## config.mk

```make
export PLATFORM = sky130hd
export DESIGN_NAME = huffman_bit_packer
export DESIGN_NICKNAME = d
export VERILOG_FILES = /design/src/rtl/huff_pkg.sv /design/src/rtl/huff_code_lookup.sv /design/src/rtl/huffman_bit_packer.sv
export SDC_FILE = /design/constraint.sdc
export NUM_CORES = 1
export LEC_CHECK = 0
export CAP_MARGIN = 15
export CORE_MARGIN = 2
export CORE_UTILIZATION = 50
export DETAILED_ROUTE_END_ITERATION = 8
export PLACE_DENSITY = 0.87
export SKIP_CTS_REPAIR_TIMING = 1
export SYNTH_ARGS = -nofsm -noshare
export SYNTH_HDL_FRONTEND = slang
export SYNTH_SLANG_ARGS = --single-unit
```

## constraint.sdc

```tcl
create_clock -name CLK -period 3.8 [get_ports CLK]
set_input_delay 0.57 -clock CLK [delete_from_list [all_inputs] [get_ports CLK]]
set_output_delay 0.57 -clock CLK [all_outputs]
set_load 0.1 [all_outputs]
```

## src/rtl/huff_pkg.sv

```systemverilog
// Shared definitions for the Huffman bit packer: symbol encodings,
// packer FSM states and code/length table field widths.
package huff_pkg;

    localparam logic [1:0] SYM_A = 2'd0;
    localparam logic [1:0] SYM_B = 2'd1;
    localparam logic [1:0] SYM_C = 2'd2;
    localparam logic [1:0] SYM_D = 2'd3;

    localparam int CODE_FLD_W   = 4;
    localparam int LEN_FLD_W    = 2;
    localparam int MAX_CODE_LEN = 3;

    typedef enum logic [1:0] {
        IDLE   = 2'd0,
        RUN    = 2'd1,
        FLUSH  = 2'd2,
        DONE_S = 2'd3
    } state_t;

endpackage

```

## src/rtl/huff_code_lookup.sv

```systemverilog
// Combinational code/length lookup for one symbol from the latched
// 4-entry tables. The returned code is masked to its length so that
// stray bits above LEN in the table field never reach the accumulator.
module huff_code_lookup
    import huff_pkg::*;
(
    input  logic [4*CODE_FLD_W-1:0] code_tbl,
    input  logic [4*LEN_FLD_W-1:0]  len_tbl,
    input  logic [1:0]              sym,
    output logic [CODE_FLD_W-1:0]   code,
    output logic [LEN_FLD_W-1:0]    len
);

    logic [CODE_FLD_W-1:0] mask;

    // Select the symbol's fields and keep only the low LEN code bits.
    always_comb begin
        len  = len_tbl[sym*LEN_FLD_W +: LEN_FLD_W];
        mask = CODE_FLD_W'((32'd1 << len) - 32'd1);
        code = code_tbl[sym*CODE_FLD_W +: CODE_FLD_W] & mask;
    end

endmodule

```

## src/rtl/huffman_bit_packer.sv

```systemverilog
// Huffman bit packer: latches code/length tables, packs 2-bit symbols
// into MSB-first OUT_W-bit words, zero-pads and flags the final word.
// Optional build macro HUFF_BIT_COUNT_EN adds the TOTAL_BITS counter.
//
// The accumulator is kept left-aligned: the valid bits always occupy the
// top bit_cnt positions, so the output word is simply the top OUT_W bits
// and a residual flush is already zero-padded below.
module huffman_bit_packer
    import huff_pkg::*;
#(
    parameter int OUT_W = 8,
    parameter int ACC_W = OUT_W + 3
) (
    input  logic                    CLK,
    input  logic                    RST,
    input  logic                    TABLE_LOAD,
    input  logic [4*CODE_FLD_W-1:0] CODE_TABLE,
    input  logic [4*LEN_FLD_W-1:0]  LEN_TABLE,
    input  logic [1:0]              SYM,
    input  logic                    SYM_VALID,
    input  logic                    SYM_LAST,
    output logic                    SYM_READY,
    output logic [OUT_W-1:0]        OUT_DATA,
    output logic                    OUT_VALID,
    output logic                    OUT_LAST,
    output logic [3:0]              OUT_PAD,
    input  logic                    OUT_READY,
    output logic                    DONE,
    output logic                    ERR
`ifdef HUFF_BIT_COUNT_EN
    ,
    output logic [31:0]             TOTAL_BITS
`endif
);

    localparam int CNT_W = $clog2(ACC_W + 1);

    state_t                  state_q, state_d;
    logic [ACC_W-1:0]        acc_q, acc_d;
    logic [CNT_W-1:0]        bit_cnt_q, bit_cnt_d;
    logic [4*CODE_FLD_W-1:0] code_tbl_q, code_tbl_d;
    logic [4*LEN_FLD_W-1:0]  len_tbl_q, len_tbl_d;
    logic                    err_q, err_d;

    logic [CODE_FLD_W-1:0]   sym_code;
    logic [LEN_FLD_W-1:0]    sym_len;
    logic [ACC_W-1:0]        code_ext;
    logic [CNT_W-1:0]        ins_sh;
    logic                    full;
    logic                    accept;
    logic                    sym_ready;
    logic                    out_valid;
    logic                    out_last;
    logic [3:0]              out_pad;
    logic                    done;

    huff_code_lookup u_lookup (
        .code_tbl (code_tbl_q),
        .len_tbl  (len_tbl_q),
        .sym      (SYM),
        .code     (sym_code),
        .len      (sym_len)
    );

    // Next-state, accumulator update and handshake outputs.
    always_comb begin
        state_d    = state_q;
        acc_d      = acc_q;
        bit_cnt_d  = bit_cnt_q;
        code_tbl_d = code_tbl_q;
        len_tbl_d  = len_tbl_q;
        err_d      = err_q;
        sym_ready  = 1'b0;
        out_valid  = 1'b0;
        out_last   = 1'b0;
        out_pad    = 4'd0;
        done       = 1'b0;
        accept     = 1'b0;

        full     = (bit_cnt_q >= CNT_W'(OUT_W));
        code_ext = ACC_W'(sym_code);
        // New code lands directly below the bits already held.
        ins_sh   = CNT_W'(ACC_W) - bit_cnt_q - CNT_W'(sym_len);

        case (state_q)
            IDLE: begin
                if (TABLE_LOAD) begin
                    code_tbl_d = CODE_TABLE;
                    len_tbl_d  = LEN_TABLE;
                    err_d      = 1'b0;
                    acc_d      = '0;
                    bit_cnt_d  = '0;
                    state_d    = RUN;
                end
            end
            RUN: begin
                sym_ready = !full;
                out_valid = full;
                accept    = SYM_VALID && sym_ready;
                if (accept) begin
                    acc_d     = acc_q | (code_ext << ins_sh);
                    bit_cnt_d = bit_cnt_q + CNT_W'(sym_len);
                    if (sym_len == '0) begin
                        err_d = 1'b1;
                    end
                    if (SYM_LAST) begin
                        state_d = FLUSH;
                    end
                end
            end
            FLUSH: begin
                if (full) begin
                    out_valid = 1'b1;
                    out_last  = (bit_cnt_q == CNT_W'(OUT_W));
                end else if (bit_cnt_q != '0) begin
                    out_valid = 1'b1;
                    out_last  = 1'b1;
                    out_pad   = 4'(CNT_W'(OUT_W) - bit_cnt_q);
                end else begin
                    // Session carried no code bits at all.
                    state_d = DONE_S;
                end
            end
            DONE_S: begin
                done    = 1'b1;
                state_d = IDLE;
            end
            default: state_d = IDLE;
        endcase

        // Accept and transfer are mutually exclusive, so this never
        // overrides an append made above.
        if (out_valid && OUT_READY) begin
            acc_d = acc_q << OUT_W;
            if (out_last) begin
                bit_cnt_d = '0;
                state_d   = DONE_S;
            end else begin
                bit_cnt_d = bit_cnt_q - CNT_W'(OUT_W);
            end
        end
    end

    // State, accumulator and latched tables; reset aborts any session.
    always_ff @(posedge CLK or posedge RST) begin
        if (RST) begin
            state_q    <= IDLE;
            acc_q      <= '0;
            bit_cnt_q  <= '0;
            code_tbl_q <= '0;
            len_tbl_q  <= '0;
            err_q      <= 1'b0;
        end else begin
            state_q    <= state_d;
            acc_q      <= acc_d;
            bit_cnt_q  <= bit_cnt_d;
            code_tbl_q <= code_tbl_d;
            len_tbl_q  <= len_tbl_d;
            err_q      <= err_d;
        end
    end

    assign SYM_READY = sym_ready;
    assign OUT_DATA  = acc_q[ACC_W-1 -: OUT_W];
    assign OUT_VALID = out_valid;
    assign OUT_LAST  = out_last;
    assign OUT_PAD   = out_pad;
    assign DONE      = done;
    assign ERR       = err_q;

`ifdef HUFF_BIT_COUNT_EN
    logic [31:0] total_q, total_d;
    logic [32:0] total_sum;

    // Saturating count of code bits accepted in the current session.
    always_comb begin
        total_d   = total_q;
        total_sum = {1'b0, total_q} + 33'(sym_len);
        if (state_q == IDLE && TABLE_LOAD) begin
            total_d = '0;
        end else if (accept) begin
            total_d = total_sum[32] ? 32'hFFFF_FFFF : total_sum[31:0];
        end
    end

    // Bit counter register.
    always_ff @(posedge CLK or posedge RST) begin
        if (RST) begin
            total_q <= '0;
        end else begin
            total_q <= total_d;
        end
    end

    assign TOTAL_BITS = total_q;
`endif

endmodule

```

==> key figures, run 1 <==
Global route
  • Vias in the first global route: 1741
  • Initial antenna violation count: 0
  • First-pass GRT wire length: 7810 um
  • Aggregate global routing overflow: 0
  • Largest net degree at the start of global routing: 26
  • Overall Global Routing Usage: 0.199

Clock tree
  • CTS tree: built
  • CTS H-Tree Depth: 2
  • Latest clock arrival within the worst-skew pair: ~0.30 ns
  • CTS Buf Count: 5
  • Root Driver: clkbuf_8
  • Clk sinks: 38
  • Bufs on Longest Clock Path: 2
  • Clk slew on worst S/H paths: 0.07 ns

Floorplanning
  • Initial core utilization: 0.514
  • # rows: 24
  • Ports: about 50
  • Die area: ~5000 um2
  • Die height: 70.7 um
  • Die width: 70.7 um
  • Core Box Area: 4320 um2

Finish
  • Share of layout cells above drive strength 1: 0.198
  • Final #Nets: 300
  • Design Area, Final: ~2800 um2
  • Synth-to-Final Area Change: 24.6%
  • Diodes inserted: 0
  • Fin cells: between 300 and 400

Yosys
  • Yosys cell types: 44
  • Register bit total from synthesis: 38
  • Syn. warnings: 0
  • Avg Synthesized Cell Area: slightly above 10 um2
  • Area contributors post-synth: dfrtp_1, mux2_2, ha_1
  • Dominant synthesized flop cell: dfrtp_1
  • Post-Syn Nets: 257
  • Cell type with the largest total area after synthesis: dfrtp_1
  • Netlist Area Pre-Place: 2220 um2
  • Gate count of the mapped netlist: between 200 and 250
  • Synth top area share: 0.427
  • Sequential area share after synthesis: 0.427
  • Ys async rst share: 1.00
  • Number of flops mapped to enable cells by yosys: 0

Drt
  • Antenna viol nets, final: 0
  • Post-DR wirelength/cell: about 15 um
  • Vias per cell: 5.71
  • Residual DRC: 0
  • Vias: approximately 1.8k
  • Drt first pass iters: 4
  • Total wire length: 4650 um
  • DR iter-0 viols: between 100 and 150

Critical path
  • CP arrival: 3.63 ns
  • Critical-path cell list: clkdlybuf4s50_1 > mux4_2 > inv_1 > ha_1 > ha_1 > fa_1 > xnor2_1 > nand2_1 > or4_1 > nand3_1
  • Critical path class: in -> reg
  • Buffers & Inverters on Critical Path: 2
  • Worst Setup Start Kind: input pin
  • Delay of the slowest critical-path stage: about 0.52 ns
  • Crit path top cell by count: ha_1
  • Crit-path max FO: 3
  • Critical Path Start: SYM[0]
  • Req. time, crit path: around 4.0 ns
  • Critical path's slowest cell: mux4_2
  • Largest delay share family, worst path: adder cells
  • Origin of the critical flop-to-flop path: len_tbl_q[7]
  • Endpoint type of the worst setup path: flip-flop

STA
  • Tmin final: roughly 3.4 ns
  • Max Slew Vio Count: 0
  • Hold Fails Final Rpt: 0
  • Final period util: 0.892
  • Slew headroom: 0.340
  • Setup ws final: about 0.41 ns
  • Final Skew: 0.00404 ns
  • Tightest Pin Transition: 0.987 ns
  • Fmax: ~300 MHz
  • Final Setup Violations: 0
  • Setup_tns: 0 ns
  • RSZ-0062 raised after global routing: false

Power
  • Leakage: about 0.0012 uW
  • Power density cells: between 900 and 1000 nW/um2
  • Total Power: roughly 2600 uW
  • Worst IR Drop VDD: approximately 0.48 mV

Outcome
  • Status: completed

Place
  • Placed Area: about 2700 um2
  • IO Port Bufs: 44
  • DP Cell Count: 302
  • Pre-CTS WS: ~0.14 ns
  • HPWL after detailed placement: 3610 um
  • Routability cong.: about 0.87

Min path
  • Worst hold path type: reg -> reg
  • Hold Path Origin: acc_q[6]

Job
  • Max Cap Viol: 0
## flip-flops by register name, indices dropped and copies added, names as in the netlist
register,count
code_tbl_q,12
acc_q,11
len_tbl_q,8
bit_cnt_q,4
state_q,2
ERR,1
## area by class of cell
type	count	area, um2
clock buffer	6	82.6
clock inverter	2	12.5
fill	345	1550
inverter	11	41.3
multi-input combinational	150	1140
sequential	38	951
tap	52	65.1
timing repair buffer	51	475
## power by group
part / internal (uW) / switching [uW]
sequential: 587 / 110
clock: 146 / 147
combinational: 589 / 1060
## routing by layer
metal  GRT usage  vias up  share of wire
met5           0        -              0
met4      0.0776        0          0.016
met3      0.0456        6          0.056
met2       0.345       70           0.51
met1       0.242      851           0.41
li1            -      844              -
## metrics by stage
stage	utilization	hold WS (ns)
after floorplan	-	0.448
after global placement	0.619	0.477
after detailed placement	0.619	0.483
after CTS	0.641	0.500
after global routing	0.641	0.523
final	0.641	0.497
## cells in the final DEF, fill, tap and decap left out, types with 2 or more instances in the layout
| master | instances |
|---|---|
| mux2_2 | 20 |
| nand2_1 | 15 |
| xor2_1 | 2 |
| nand4_1 | 3 |
| o22ai_1 | 3 |
| nor2b_1 | 6 |
| nor3_1 | 2 |
| clkdlybuf4s50_1 | 37 |
| o31ai_1 | 2 |
| fa_1 | 2 |
| mux4_2 | 5 |
| nor2_1 | 19 |
| and2_1 | 2 |
| a22o_1 | 5 |
| ha_1 | 9 |
| dfrtp_1 | 38 |
| mux2i_1 | 3 |
| nand2b_1 | 3 |
| buf_4 | 14 |
| nand3_1 | 11 |
| inv_1 | 11 |
| o21ai_0 | 10 |
| o211ai_1 | 3 |
| a21oi_1 | 7 |
| clkbuf_8 | 6 |
## cell families (layout without fill, tap and decap cells)
group                    count (synthesis)  after routing  share of synthesized area
buffers and inverters                   26             70                     0.0585
AND/OR/NAND/NOR                         69             69                      0.153
AO/OA/AOI/OAI                           39             39                      0.115
adder cells (fa/ha/maj)                 11             11                     0.0686
multiplexers                            28             28                      0.165
XOR/XNOR                                 3              3                     0.0118
flip-flops                              38             38                      0.427
## cells in the mapped netlist, types with 2 or more instances
library cell / number
mux4_2: 5
nand4_1: 3
o31ai_1: 2
fa_1: 2
nand2_1: 15
mux2i_1: 3
o211ai_1: 3
ha_1: 9
nand3_1: 11
xor2_1: 2
dfrtp_1: 38
mux2_2: 20
nor2_1: 19
a21oi_1: 7
nor3_1: 2
nand2b_1: 3
and2_1: 2
a22o_1: 5
o22ai_1: 3
buf_4: 8
clkbuf_1: 5
inv_1: 11
nor2b_1: 6
o21ai_0: 10
## worst paths after layout
check | end | slack [ns] | depth (start not counted)
setup / recovery | acc_q[8] | 0.41 | 10
hold / removal | acc_q[6] | 0.50 | 2
setup reg to reg | acc_q[8] | 0.83 | 9
hold reg to reg | acc_q[6] | 0.50 | 2
max in group asynchronous | state_q[1] | 2.32 | 3
min in group asynchronous | acc_q[7] | 0.76 | 2
## tightest hold or removal path, stage by stage, from the launching register on
cell and delay, ns:
dfrtp_1 0.35, nand2_1 0.05, o21ai_0 0.06
Power figures use the tool's default switching activity.
==> run 2, diff against run 1 <==
CORE_UTILIZATION = 25   (was 50)
PLACE_DENSITY = 0.53   (was 0.87)
==> run 2 against run 1 <==
Against the previous run:
- total power rose by 2.2%
- combinational power about the same
- final area grew 3.3%
- sequential cell count unchanged
- worst hold slack gained 0.0047 ns
- sequential share of layout area is 1.1 points lower
- largest power group unchanged
==> key figures, run 2 (same netlist as run 1, synthesis figures left out) <==
Place
  • HPWL after detailed placement: 4130 um (+14%)
  • Routability cong.: 0.818 (-6.4%)
  • IO Port Bufs: 44 (unchanged)

Clock tree
  • Bufs on Longest Clock Path: 2 (unchanged)
  • CTS tree: built
  • CTS H-Tree Depth: 2 (unchanged)
  • Latest clock arrival within the worst-skew pair: 0.29 ns (about the same)
  • CTS Buf Count: 5 (unchanged)
  • Root Driver: clkbuf_8
  • Clk sinks: 38 (unchanged)
  • Clk slew on worst S/H paths: 0.08 ns (about the same)

Global route
  • First-pass GRT wire length: 9190 um (+18%)
  • Initial antenna violation count: 0 (unchanged)
  • Vias in the first global route: 1850 (+6.3%)
  • Overall Global Routing Usage: 0.116 (-0.0828)
  • Aggregate global routing overflow: 0 (unchanged)
  • Largest net degree at the start of global routing: 25 (-3.8%)

Power
  • Gate power share: 0.615 (-0.010)
  • Worst IR Drop VDD: 0.277 mV (-43%)
  • Leakage: 0.00122 uW (+0.78%)
  • Internal power: 1390 uW (+4.8%)
  • Power density cells: 943 nW/um2 (-1.1%)
  • Flop pwr share: 0.258 (-0.006)
  • Clock power frac: 0.127 (+0.016)
  • Net Sw Frac: 0.487 (-0.0127)
  • NetSw: 1310 uW (-0.39%)

STA
  • Final Setup Violations: 0 (unchanged)
  • Hold Fails Final Rpt: 0 (unchanged)
  • Tmin final: 3.34 ns (-0.0447 ns)
  • Final period util: 0.880 (-0.0118)
  • Fmax: 299 MHz (+1.3%)
  • Max Slew Vio Count: 0 (unchanged)
  • Setup_tns: 0 ns (unchanged)
  • Tightest Pin Transition: 0.984 ns (-0.00275 ns)
  • Slew headroom: 0.342 (+0.00184)
  • Final Skew: 0.00342 ns (-0.000618 ns)
  • RSZ-0062 raised after global routing: false

Drt
  • Post-DR wirelength/cell: 14.2 um (-5.1%)
  • DR iter-0 viols: 67 (-44%)
  • Total wire length: 5220 um (+12%)
  • Vias per cell: 4.72 (-17%)
  • Antenna viol nets, final: 0 (unchanged)
  • Residual DRC: 0 (unchanged)
  • Vias: 1732 (-2.2%)
  • Drt first pass iters: 4 (unchanged)

Finish
  • Share of layout cells above drive strength 1: 0.197 (-0.000763)
  • Synth-to-Final Area Change: 28.7%
  • Final #Nets: 301 (+0.33%)
  • Diodes inserted: 0 (unchanged)
  • Most frequent cells in the layout: dfrtp_1, clkdlybuf4s50_1, mux2_2
  • Max reg flops: 12 (unchanged)
  • Commonest non-fill, non-tap cell in the layout: dfrtp_1
  • Filler cells: 940 (+170%)
  • Biggest regs: code_tbl_q (12), acc_q (11), len_tbl_q (8)
  • Most flops, register: code_tbl_q
  • Fin util: 0.330 (-0.311)

Floorplanning
  • Die width: 98.3 um (+39%)
  • Initial core utilization: 0.256 (-0.258)
  • Die height: 98.3 um (+39%)
  • # rows: 34 (+42%)
  • Die area: 9670 um2 (+93%)
  • Ports: 49 (unchanged)
  • Core Box Area: 8680 um2 (+100%)

Critical path
  • Critical path's slowest cell: mux4_2
  • Critical-path cell list: clkdlybuf4s50_1 > mux4_2 > inv_1 > ha_1 > ha_1 > fa_1 > xnor2_1 > nand2_1 > or4_1 > nand3_1
  • Critical path class: in -> reg
  • Buffers & Inverters on Critical Path: 2 (unchanged)
  • Crit path top cell by count: ha_1
  • Endpoint type of the worst setup path: flip-flop
  • Req. time, crit path: 4.03 ns (about the same)
  • Crit-path max FO: 3 (unchanged)
  • Worst Setup Start Kind: input pin
  • Largest delay share family, worst path: adder cells
  • CP arrival: 3.58 ns (-0.05 ns)
  • Delay of the slowest critical-path stage: 0.53 ns (about the same)

Outcome
  • Status: completed

Min path
  • Worst hold path type: reg -> reg

Job
  • Max Cap Viol: 0 (unchanged)
==> run 2: cell count changes in the layout (fill, tap and decap cells not counted), sizes merged <==
cell,previous run,this run
buf,14,15
bufinv,0,1
clkinv,1,0
==> run 2: worst register-to-register path, cell delays in order (launching register included) <==
cell and delay, ns:
dfrtp_1 0.39, mux4_2 0.48, inv_1 0.12, ha_1 0.25, ha_1 0.22, fa_1 0.41
xnor2_1 0.24, nand2_1 0.12, or4_1 0.51, nand3_1 0.09
==> run 2: layout make-up <==
| class | instances | area, um2 | area share |
|---|---|---|---|
| multi-input cells | 150 | 1140 | 0.399 |
| flip-flops and latches | 38 | 951 | 0.332 |
| repair buffers | 52 | 483 | 0.169 |
| well taps | 108 | 135 | 0.0472 |
| clock buffers | 6 | 72.6 | 0.0253 |
| inverters | 11 | 41.3 | 0.0144 |
| clock inverters | 2 | 37.5 | 0.0131 |
==> run 2: metal layers <==
metal	up-vias	part of all wire	GRT usage
li1	844	-	-
met1	842	0.45	0.151
met2	37	0.50	0.193
met3	9	0.036	0.0258
met4	0	0.016	0.0390
met5	-	0	0
==> run 2: power groups by stage <==
stage          Combinational [uW]  Sequential [uW]  Clock (uW)
2_1_floorplan                1300              700           0
3_3_place_gp                 1660              701           0
3_5_place_dp                 1660              707           0
4_1_cts                      1670              700         353
5_1_grt                      1820              724         374
6_report                     1660              696         343
==> run 2: final timing paths <==
check | startpoint | endpoint | slack (ns) | cells past startpoint
max | SYM[0] | acc_q[8] | 0.46 | 10
min reg2reg | acc_q[6] | acc_q[6] | 0.50 | 2
max in group asynchronous | RST | code_tbl_q[10] | 2.36 | 3
min | acc_q[6] | acc_q[6] | 0.50 | 2
min in group asynchronous | RST | ERR | 0.70 | 2
max reg2reg | len_tbl_q[1] | acc_q[8] | 0.91 | 9
==> run 2: through the flow <==
step	setup slack [ns]	hold slack, ns	instance area (um2)	total power (uW)	cells
2_1_floorplan	0.464	0.448	2220	2000	214
3_3_place_gp	0.140	0.484	2750	2360	359
3_5_place_dp	0.135	0.485	2750	2370	359
4_1_cts	0.435	0.507	2860	2730	367
5_1_grt	0.199	0.520	2860	2920	367
6_report	0.455	0.502	2860	2700	367
==> run 3, diff against run 2 <==
GPL_ROUTABILITY_DRIVEN = 1   (was not set)
==> results of run 3 <==
Final layout, timing and power as in run 2 (identical DEF).
